$ cat src/rtl/prog_seq_pkg.sv
// Shared types for the program sequencer: FSM states, the per-cycle
// action code, and the priority encoder that turns requests into an action.
package prog_seq_pkg;

  typedef enum logic {
    RUN   = 1'b0,
    FAULT = 1'b1
  } state_t;

  typedef enum logic [2:0] {
    OP_HOLD   = 3'd0,
    OP_RET    = 3'd1,
    OP_CALL   = 3'd2,
    OP_JUMP   = 3'd3,
    OP_BRANCH = 3'd4,
    OP_INC    = 3'd5
  } op_t;

  // Exactly one action per cycle; lower-priority requests are dropped.
  function automatic op_t decode_op(input logic stall, input logic ret,
                                    input logic call, input logic jump,
                                    input logic branch);
    op_t op;
    op = OP_INC;
    if (stall)       op = OP_HOLD;
    else if (ret)    op = OP_RET;
    else if (call)   op = OP_CALL;
    else if (jump)   op = OP_JUMP;
    else if (branch) op = OP_BRANCH;
    return op;
  endfunction

endpackage

$ cat src/rtl/prog_sequencer_ret_stack.sv
// Return-address LIFO. Push and pop are expected to be mutually exclusive
// (the parent never asks for both); push on full and pop on empty are ignored.
// Entry contents are not reset, only the occupancy count.
module ret_stack #(
  parameter int WIDTH = 6,
  parameter int DEPTH = 4
) (
  input  logic                         Clock,
  input  logic                         nReset,
  input  logic                         push,
  input  logic                         pop,
  input  logic [WIDTH-1:0]             din,
  output logic [WIDTH-1:0]             top,
  output logic [$clog2(DEPTH+1)-1:0]   depth,
  output logic                         full,
  output logic                         empty
);

  localparam int DW = $clog2(DEPTH + 1);
  localparam int IW = (DEPTH > 1) ? $clog2(DEPTH) : 1;

  logic [WIDTH-1:0] r_mem [DEPTH];
  logic [DW-1:0]    r_count;
  logic [IW-1:0]    w_wr_idx;
  logic [IW-1:0]    w_rd_idx;
  logic             w_do_push;
  logic             w_do_pop;

  assign w_wr_idx  = IW'(r_count);
  assign w_rd_idx  = IW'(r_count - DW'(1));
  assign full      = (r_count == DW'(DEPTH));
  assign empty     = (r_count == '0);
  assign w_do_push = push && !full && !pop;
  assign w_do_pop  = pop && !empty && !push;
  assign top       = r_mem[w_rd_idx];
  assign depth     = r_count;

  // Storage write: the new entry lands just above the current top.
  always_ff @(posedge Clock) begin
    if (w_do_push) r_mem[w_wr_idx] <= din;
  end

  // Occupancy counter.
  always_ff @(posedge Clock or negedge nReset) begin
    if (!nReset)        r_count <= '0;
    else if (w_do_push) r_count <= r_count + DW'(1);
    else if (w_do_pop)  r_count <= r_count - DW'(1);
  end

endmodule

$ cat src/rtl/prog_sequencer.sv
// Program-counter sequencer driving the program ROM address. One action per
// cycle chosen by priority; stack misuse parks the block in FAULT until reset.
module prog_sequencer
  import prog_seq_pkg::*;
#(
  parameter int p_size      = 6,
  parameter int stack_depth = 4
) (
  input  logic                               Clock,
  input  logic                               nReset,
  input  logic                               stall,
  input  logic                               jump,
  input  logic                               call,
  input  logic                               ret,
  input  logic                               branch,
  input  logic [p_size-1:0]                  jump_addr,
  input  logic [p_size-1:0]                  branch_off,
  output logic [p_size-1:0]                  address,
  output logic [$clog2(stack_depth+1)-1:0]   depth,
  output logic                               stack_err
);

  state_t            r_state;
  state_t            w_state_next;
  logic [p_size-1:0] r_pc;
  logic [p_size-1:0] w_pc_next;
  logic [p_size-1:0] w_pc_inc;
  logic [p_size-1:0] w_stk_top;
  logic              w_stk_full;
  logic              w_stk_empty;
  logic              w_push;
  logic              w_pop;
  op_t               w_op;

  assign w_op     = decode_op(stall, ret, call, jump, branch);
  assign w_pc_inc = r_pc + p_size'(1);

  ret_stack #(
    .WIDTH (p_size),
    .DEPTH (stack_depth)
  ) u_stack (
    .Clock  (Clock),
    .nReset (nReset),
    .push   (w_push),
    .pop    (w_pop),
    .din    (w_pc_inc),
    .top    (w_stk_top),
    .depth  (depth),
    .full   (w_stk_full),
    .empty  (w_stk_empty)
  );

  // State and PC registers.
  always_ff @(posedge Clock or negedge nReset) begin
    if (!nReset) begin
      r_state <= RUN;
      r_pc    <= '0;
    end else begin
      r_state <= w_state_next;
      r_pc    <= w_pc_next;
    end
  end

  // Next-state / next-PC selection; FAULT holds everything.
  always_comb begin
    w_state_next = r_state;
    w_pc_next    = r_pc;
    w_push       = 1'b0;
    w_pop        = 1'b0;
    if (r_state == RUN) begin
      case (w_op)
        OP_HOLD: ;
        OP_RET: begin
          if (w_stk_empty) begin
            w_state_next = FAULT;
          end else begin
            w_pop     = 1'b1;
            w_pc_next = w_stk_top;
          end
        end
        OP_CALL: begin
          if (w_stk_full) begin
            w_state_next = FAULT;
          end else begin
            w_push    = 1'b1;
            w_pc_next = jump_addr;
          end
        end
        OP_JUMP:   w_pc_next = jump_addr;
        // Same-width modular add equals add of the sign-extended offset.
        OP_BRANCH: w_pc_next = r_pc + branch_off;
        default:   w_pc_next = w_pc_inc;
      endcase
    end
  end

  assign address   = r_pc;
  assign stack_err = (r_state == FAULT);

endmodule

$ cat config.mk
export PLATFORM = sky130hd
export DESIGN_NAME = prog_sequencer
export DESIGN_NICKNAME = d
export VERILOG_FILES = /design/src/rtl/prog_seq_pkg.sv /design/src/rtl/prog_sequencer_ret_stack.sv /design/src/rtl/prog_sequencer.sv
export SDC_FILE = /design/constraint.sdc
export NUM_CORES = 1
export LEC_CHECK = 0
export ABC_AREA = 1
export CAP_MARGIN = 20
export CELL_PAD_IN_SITES_DETAIL_PLACEMENT = 2
export CELL_PAD_IN_SITES_GLOBAL_PLACEMENT = 2
export CORE_AREA = 3 3 82 84
export CTS_CLUSTER_SIZE = 10
export DETAILED_ROUTE_END_ITERATION = 10
export DIE_AREA = 0 0 85 87
export PLACE_DENSITY = 0.93
export SETUP_SLACK_MARGIN = 0.15
export SYNTH_ARGS = -nofsm -noshare
export SYNTH_HDL_FRONTEND = slang
export SYNTH_SLANG_ARGS = --single-unit
$ cat constraint.sdc
create_clock -name Clock -period 5.98 [get_ports Clock]
set_input_delay 1.196 -clock Clock [delete_from_list [all_inputs] [get_ports Clock]]
set_output_delay 1.196 -clock Clock [all_outputs]
set_load 0.02 [all_outputs]
# After elaboration in Yosys (flattened, before gate mapping)
# Memory sizes are Yosys's and may differ from the RTL's.
# Cells that the tools add are included.
[totals]
mem_bits_rw = 24
ff_bits = 10
mem_count = 1
output_inout_bits = 10
latchBits = 0
mem_bits_ro = 0
[mem_list]
columns = ["name", "depth", "word_bits", "read_ports", "rd_ports_with_merged_regs", "wr", "line", "text"]
rows = [
  ["u_stack.r_mem", 4, 6, 1, 0, 1, "prog_sequencer_ret_stack.sv:22", "logic [WIDTH-1:0] r_mem [DEPTH];"],
]
[op_classes]
magnitude_cmp = 0
eq_ne = 7
addsub = 4
multipliers = 0
n_mux = 22
reduce_logical = 12
n_shift = 0
bitwise = 2
div_mod_pow = 0
[ops]
columns = ["op", "count"]
rows = [
  ["case mux 6 bit (5 select lines)", 1],
  ["two-way mux 3 bit", 6],
  ["two-way mux 1 bit", 12],
  ["two-way mux 6 bit", 2],
  ["adder 6 x 1 -> 6 bit, second input constant", 1],
  ["adder 6 bit", 1],
  ["equality test 3 x 2 -> 1 bit, second input constant", 2],
  ["equality test 3 bit, second input constant", 2],
  ["logical NOT 3 bit", 2],
  ["logical AND 1 bit", 4],
  ["logical NOT 1 bit", 4],
  ["inequality test 2 bit, second input constant", 2],
  ["AND reduction 4 bit", 1],
  ["adder 3 x 1 -> 3 bit, second input constant", 1],
  ["equality test 3 x 1 -> 1 bit, second input constant", 1],
  ["subtractor 3 x 1 -> 3 bit, second input constant", 1],
  ["NOT 1 bit", 2],
  ["case mux 1 bit (2 select lines)", 1],
  ["nonzero test 2 bit", 1],
]

# Logic depth before layout (Yosys ltp)
# Gate-level depths: netlist of the first run.
[depth]
depth_word = 12
mapped_depth = 12

# Cells and area by module
# From an unflattened synthesis of the first run, not the netlist that was laid out.
[unflattened]
cells_unflattened = 236
area_unflattened_um2 = 2079.5
[by_module_without_submodules]
columns = ["mod", "cells_each", "seq_area_each_um2", "n_inst", "area_each_um2"]
rows = [
  ["ret_stack", 100, 795.8, 1, 1216.2],
  ["prog_sequencer", 136, 175.2, 1, 863.3],
]

# Worst setup path before layout of the first run
# OpenSTA, ideal clock, no wires.
[synth_path]
path_kind = "input-to-reg"
from = "input ret"
to = "memory u_stack.r_mem[2][0] (enable)"
path_slack_ps = 3599
path_buffers = 0
stages = 7
arrival_ps = 2031
setup_ps = 350
cell_sequence = "inv_2 nand2_4 nor2_8 nand2_4 nor2_4 nand2_4 nor2_1"
[synth_between]
elab_chain_len = 9
word_cells_on_any_way = 13
cone_classes = "eq/ne: 2; mux: 8; reduce/logical: 3"
[synth_lines]
columns = ["item", "line", "text"]
rows = [
  ["start: declaration", "prog_sequencer.sv:14", "input logic ret,"],
  ["two-way mux 3 bit *", "prog_seq_pkg.sv:26", "else if (ret) op = OP_RET;"],
  ["two-way mux 3 bit *", "prog_seq_pkg.sv:25", "if (stall) op = OP_HOLD;"],
  ["equality test 3 x 2 -> 1 bit or equality test 3 x 1 -> 1 bit (tied branches)", "prog_sequencer.sv:71", "case (w_op)"],
  ["two-way mux 1 bit", "prog_sequencer.sv:71", ""],
  ["two-way mux 1 bit", "prog_sequencer.sv:70", "if (r_state == RUN) begin"],
  ["logical AND 1 bit or logical NOT 1 bit (tied branches)", "prog_sequencer_ret_stack.sv:33", "assign w_do_push = push && !full && !pop;"],
  ["logical AND 1 bit *", "prog_sequencer_ret_stack.sv:33", ""],
  ["two-way mux 1 bit *", "prog_sequencer_ret_stack.sv:40", "if (w_do_push) r_mem[w_wr_idx] <= din;"],
  ["two-way mux 1 bit (implied by the code) *", "prog_sequencer_ret_stack.sv:40", ""],
  ["end: declaration", "prog_sequencer_ret_stack.sv:22", ""],
]
# Mark *: on every way between the ends. The rest lies on a longest branch, timed or not.

# Worst setup path after layout of the first run
[layout_path]
from = "register u_stack.r_count[0] (netlist: u_stack.depth[0])"
to = "output depth[0]"
[layout_rtl]
columns = ["item", "line", "text"]
rows = [
  ["start: declaration", "prog_sequencer_ret_stack.sv:23", "logic [DW-1:0] r_count;"],
  ["start signal: assignment", "prog_sequencer_ret_stack.sv:46", "else if (w_do_push) r_count <= r_count + DW'(1);"],
  ["start signal: assignment", "prog_sequencer_ret_stack.sv:47", "else if (w_do_pop) r_count <= r_count - DW'(1);"],
  ["end: declaration", "prog_sequencer.sv:19", "output logic [$clog2(stack_depth+1)-1:0] depth,"],
]
# No word-level cell between the ends.

==> impl_metrics.env, run 1 <==
export IMPL_cpPeakStageDelay_ns=0.75
export IMPL_maxSlewHeadroom_pct=57.8
export IMPL_wire_per_inst_um=18.3
export IMPL_r2r_end="address[0]"
export IMPL_tightest_slew_ns=0.633
export IMPL_ys_warn_count=0
export IMPL_ff2ff_path_depth=10
export IMPL_cp_endpoint="depth[0]"
export IMPL_cp_end_kind="output port"
export IMPL_required_ns=4.78
export IMPL_status="finished, final reports clean"
export IMPL_finalWirelength_um=6470
export IMPL_slowest_stage="dfrtp_1"
export IMPL_die_x_um=85
export IMPL_fillers=672
export IMPL_grt_pass1_wl_um=10700
export IMPL_maxCapViolCount=0
export IMPL_top_layer="met4"
export IMPL_reg2reg_slack_ns=3.18
export IMPL_fin_area_mm2=0.00258
export IMPL_ctsResizeCount=0
export IMPL_syn_to_final_growth_pct=24.0
export IMPL_yosysSeqAreaShare_pct=46.7
export IMPL_critPathKind="flop to output port"
export IMPL_layout_setup_ws_ns=3.02
export IMPL_antenna_found_initial=0
export IMPL_met3RoutedLength_um=149
export IMPL_num_antenna_cells=0
export IMPL_dp_slack_ns=2.78
export IMPL_initial_core_util_pct=34.7
export IMPL_cts_tree="built"
export IMPL_worstPathCellList="clkdlybuf4s50_1"
export IMPL_placed_area_mm2=0.00244
export IMPL_grt_pass1_vias=2008
export IMPL_worstHoldPathType="flop to flop"
export IMPL_vdd_ir_drop_worst_mv=0.193
export IMPL_chipHeight_um=87
export IMPL_met1_length_um=2680
export IMPL_fin_nets=308
export IMPL_crit_fanout=17
export IMPL_period_needed_ns=2.96
export IMPL_hold_violations=0
export IMPL_ys_ff_latch=34
export IMPL_route_detailed_drc=0
export IMPL_syn_nets=276
export IMPL_critPathArrivalTime_ns=1.76
export IMPL_yosysUniqueCellTypes=24
export IMPL_power_leakage_nw=1.16
export IMPL_fin_crit_sh_pct=49.5
export IMPL_drt_pre_antenna_iters=4
export IMPL_path_clk_slew_ns=0.07
export IMPL_crit_path_start_kind="flop"
export IMPL_rows=28
export IMPL_max_clock_freq_mhz=338
export IMPL_critPathTopFamily="flip-flops"
export IMPL_finalPower_mw=1.19
export IMPL_clk_latency_ns=0.29
export IMPL_drive_gt1_share_pct=8.99
export IMPL_cts_buffers=5
export IMPL_grt_setup_unrepaired="no"
export IMPL_htreeDepth=2
export IMPL_io_pins=29
export IMPL_hpwl_um=5160
export IMPL_cts_root_buffer="clkbuf_8"
export IMPL_syn_avg_cell_area_um2=8.49
export IMPL_p_per_area_mw_per_mm2=460
export IMPL_setup_viol=0
export IMPL_avgViaCountPerCell=4.97
export IMPL_postRouteAntennaNets=0
export IMPL_path_depth=1
export IMPL_syn_area_mm2=0.00208
export IMPL_tns_ns=0
export IMPL_die_area_mm2=0.00740
export IMPL_ctsHoldBuffers=0
export IMPL_finalClockSkew_ns=0.00765
export IMPL_track_usage_pct=19.2
export IMPL_dr_first_iter_drc_count=51
export IMPL_worstReg2RegStart="u_stack.depth[0]"
export IMPL_gp_congestion=0.803
export IMPL_cp_buffers_inverters=1
export IMPL_critPathLaunch="u_stack.depth[0]"
export IMPL_overflow=0
export IMPL_port_buffers=28
export IMPL_core_mm2=0.00599
export IMPL_dr_wl_met2_um=3530
export IMPL_cts_buffer_depth=2
export IMPL_drv_slew=0
export IMPL_grt_max_degree=18
export IMPL_synthCells=245
export IMPL_cts_sinks=34
export IMPL_vias=1755
export IMPL_post_cts_buffers=0
[logic make-up after synthesis]
group / Yosys count / synth area share, %
buffers and inverters: 30 / 5.71
DFF: 34 / 46.7
AOI/OAI and AO/OA: 12 / 3.01
adders and majority gates: 12 / 7.58
and+or+nand+nor: 149 / 33.3
xor gates and xnor gates: 8 / 3.73
[per-stage QoR]
step                std cells  util (%)  hold WS, ns
floorplan                 245         -        0.612
detailed placement        345      40.7        0.540
global route              353      43.1        0.594
global placement          345      40.7        0.513
finish                    353      43.1        0.564
CTS                       353      43.1        0.562
[state kept, by name (all words and copies together) (netlist names)]
register,count
address,6
stack_err,1
u_stack.depth,3
u_stack.r_mem,24
[placed cells by master, fill, tap and decap left out, drive strengths merged, types with 3 or more instances in the layout]
master,count
o21ai,9
xor2,5
ha,11
inv,27
xnor2,3
nand3,24
clkdlybuf4s50,28
edfxtp,24
nand3b,4
dfrtp,10
nand2,84
nor2,35
clkbuf,6
[per-layer routing]
layer / global-route usage (%) / vias up
li1: - / 848
met1: 23.5 / 865
met2: 35.3 / 32
met3: 2.93 / 10
met4: 4.60 / 0
met5: 0 / -
[report_power, final]
part	internal [mW]	total, mW	switching (mW)
Clock	0.178	0.265	0.0868
Sequential	0.314	0.384	0.0701
Combinational	0.197	0.539	0.342
[worst register-to-register path: stages, from the launching register on]
cell	delay, ns
dfrtp_1	0.75
inv_1	0.44
ha_1	0.61
inv_1	0.22
nor2_1	0.20
o21ai_0	0.15
nand2_1	0.10
nand2_1	0.08
nand3b_1	0.10
nand2_1	0.06
nand2_1	0.05
[Yosys cell counts, drive strengths merged]
library cell | n | share of area (%)
xor2 | 5 | 2.5
nand3 | 24 | 6.3
dfrtp | 10 | 12
nand4 | 2 | 0.60
a22oi | 1 | 0.36
edfxtp | 24 | 35
nand2 | 84 | 17
buf | 3 | 0.84
fa | 1 | 0.96
nor2 | 35 | 8.4
o21ai | 9 | 2.2
inv | 27 | 4.9
ha | 11 | 6.6
nand3b | 4 | 1.4
a21oi | 2 | 0.48
xnor2 | 3 | 1.3
[area by class of cell]
| type | count | area [µm²] | area share (%) |
|---|---|---|---|
| repair buffers | 28 | 280 | 10.9 |
| clock inverters | 2 | 60.1 | 2.33 |
| flip-flops and latches | 34 | 971 | 37.6 |
| well taps | 75 | 93.8 | 3.64 |
| inverters | 27 | 101 | 3.93 |
| clock buffers | 6 | 82.6 | 3.20 |
| multi-input cells | 181 | 991 | 38.4 |
[how the worst min path moves through the flow]
stage | start | to | slack [ns] | depth (start not counted)
finish | stack_err | stack_err | 0.56 | 2
global route | stack_err | stack_err | 0.59 | 2
CTS | stack_err | stack_err | 0.56 | 2
detailed placement | stack_err | stack_err | 0.54 | 2
global placement | stack_err | stack_err | 0.51 | 2
floorplan | stack_err | stack_err | 0.61 | 2
Note: power is estimated with default switching activity, not from simulation.
==> run 2: changes to the inputs <==
Settings changed: CORE_AREA 3 3 82 84 to 3 3 84 86, DIE_AREA 0 0 85 87 to 0 0 87 89, PLACE_DENSITY 0.93 to 0.9.
Clock period 5.98 ns to 3.01 ns, I/O delays scaled along.
==> run 2 against run 1 <==
Sequential power increased by 89%. Sequential share of layout area increased by 0.24 points. Die area increased by 4.7%. Clock power increased by 56%. Worst setup slack got worse by 2.3 ns. Critical endpoint is now u_stack.r_mem[2][4]. Largest cell class unchanged.
==> impl_metrics.env, run 2 (synthesis results as in run 1) <==
export IMPL_critPathKind="input pin to flop"
export IMPL_fin_nets=310
export IMPL_max_clock_freq_mhz=434
export IMPL_setup_viol=0
export IMPL_crit_fanout=9
export IMPL_rows=29
export IMPL_p_per_area_mw_per_mm2=892
export IMPL_drv_slew=0
export IMPL_grt_pass1_wl_um=10600
export IMPL_hold_violations=0
export IMPL_largest_register_ffs=24
export IMPL_syn_to_final_growth_pct=23.2
export IMPL_grt_max_degree=17
export IMPL_dr_first_iter_drc_count=62
export IMPL_slowest_stage="clkdlybuf4s50_1"
export IMPL_drive_gt1_share_pct=9.64
export IMPL_num_antenna_cells=0
export IMPL_post_cts_buffers=0
export IMPL_tightest_slew_ns=0.631
export IMPL_gp_congestion=0.753
export IMPL_hpwl_um=5190
export IMPL_track_usage_pct=18.6
export IMPL_cts_buffers=5
export IMPL_ctsResizeCount=0
export IMPL_cp_end_kind="flop"
export IMPL_clk_latency_ns=0.28
export IMPL_required_ns=2.94
export IMPL_critPathArrivalTime_ns=2.23
export IMPL_vias=1759
export IMPL_maxSlewHeadroom_pct=57.6
export IMPL_initial_core_util_pct=32.8
export IMPL_io_pins=29
export IMPL_port_buffers=28
export IMPL_holdPathEnd="stack_err"
export IMPL_ctsHoldBuffers=0
export IMPL_ff2ff_path_depth=11
export IMPL_core_mm2=0.00635
export IMPL_worstReg2RegStart="u_stack.depth[0]"
export IMPL_top_register="u_stack.r_mem"
export IMPL_antenna_found_initial=0
export IMPL_cpPeakStageDelay_ns=0.50
export IMPL_die_area_mm2=0.00774
export IMPL_crit_top_cell="nand2_4"
export IMPL_power_leakage_nw=1.15
export IMPL_reg2reg_slack_ns=0.96
export IMPL_fin_area_mm2=0.00256
export IMPL_cts_tree="built"
export IMPL_final_cell_mix="nand2_1, nor2_1, clkdlybuf4s50_1, edfxtp_1, inv_1"
export IMPL_htreeDepth=2
export IMPL_tns_ns=0
export IMPL_crit_path_start_kind="input pin"
export IMPL_worstPathCellList="clkdlybuf4s50_1 > inv_2 > nand2_4 > nor2_8 > nand2_4 > nor2_4 > nand2_4 > nor2_1"
export IMPL_fin_crit_sh_pct=76.6
export IMPL_wire_per_inst_um=18.4
export IMPL_cts_sinks=34
export IMPL_path_clk_slew_ns=0.07
export IMPL_avgViaCountPerCell=4.93
export IMPL_status="finished, final reports clean"
export IMPL_grt_setup_unrepaired="no"
export IMPL_vdd_ir_drop_worst_mv=0.335
export IMPL_postRouteAntennaNets=0
export IMPL_final_common_cell="nand2_1"
export IMPL_cts_root_buffer="clkbuf_8"
export IMPL_die_x_um=87
export IMPL_finalPower_mw=2.29
export IMPL_drt_pre_antenna_iters=4
export IMPL_holdCritStartpoint="stack_err"
export IMPL_placed_area_mm2=0.00245
export IMPL_route_detailed_drc=0
export IMPL_maxCapViolCount=0
export IMPL_worstHoldPathType="flop to flop"
export IMPL_hold_depth=2
export IMPL_period_needed_ns=2.30
export IMPL_finalClockSkew_ns=0.00404
export IMPL_chipHeight_um=89
export IMPL_finalWirelength_um=6580
export IMPL_overflow=0
export IMPL_grt_pass1_vias=1992
export IMPL_cts_buffer_depth=2
export IMPL_r2r_end="address[5]"
-- run 2: cell count changes in the layout (fill, tap and decap cells not counted), sizes merged --
cell | previous run | this run
clkinv | 0 | 2
clkbuf | 6 | 5
buf | 0 | 2
bufinv | 2 | 1
-- run 2: how the worst max path moves through the flow --
| stage | startpoint | end | slack [ns] | cells past startpoint |
|---|---|---|---|---|
| 3_3_place_gp | stall | u_stack.r_mem[1][4] | 0.58 | 8 |
| 4_1_cts | stall | u_stack.r_mem[2][4] | 0.70 | 8 |
| 2_1_floorplan | u_stack.depth[0] | u_stack.r_mem[2][0] | 0.95 | 8 |
| 5_1_grt | stall | u_stack.r_mem[2][4] | 0.58 | 8 |
| 3_5_place_dp | stall | u_stack.r_mem[2][1] | 0.40 | 8 |
| 6_report | stall | u_stack.r_mem[2][4] | 0.71 | 8 |
-- run 2: metrics by stage --
stage          hold WS, ns  std cells  utilization [%]  setup slack (ns)
2_1_floorplan        0.306        245                -             0.946
3_3_place_gp         0.500        349             38.7             0.580
3_5_place_dp         0.524        349             38.7             0.403
4_1_cts              0.544        357             40.4             0.695
5_1_grt              0.589        357             40.4             0.578
6_report             0.543        357             40.4             0.705
-- run 2: where the power goes --
| group | switching (mW) | internal (mW) |
|---|---|---|
| Clock | 0.171 | 0.244 |
| Sequential | 0.0997 | 0.625 |
| Combinational | 0.737 | 0.411 |
-- run 2: critical path, delay by kind of cell --
family,cells,cell delay [ns]
buf+inv,2,0.64
simple gates,6,0.99
-- run 2: layout make-up --
cell class                      count  area, µm²
Clock buffer                        5       68.8
Clock inverter                      3       40.0
Fill cell                         741       3790
Inverter                           27        101
Multi-Input combinational cell    181        991
Sequential cell                    34        971
Tap cell                           77       96.3
Timing Repair Buffer               30        295
-- run 2: per-layer routing --
layer | GRT usage [%] | routed length (µm)
met5 | 0 | 0
met4 | 4.25 | 50
met3 | 2.21 | 88
met2 | 37.0 | 3640
met1 | 20.9 | 2800
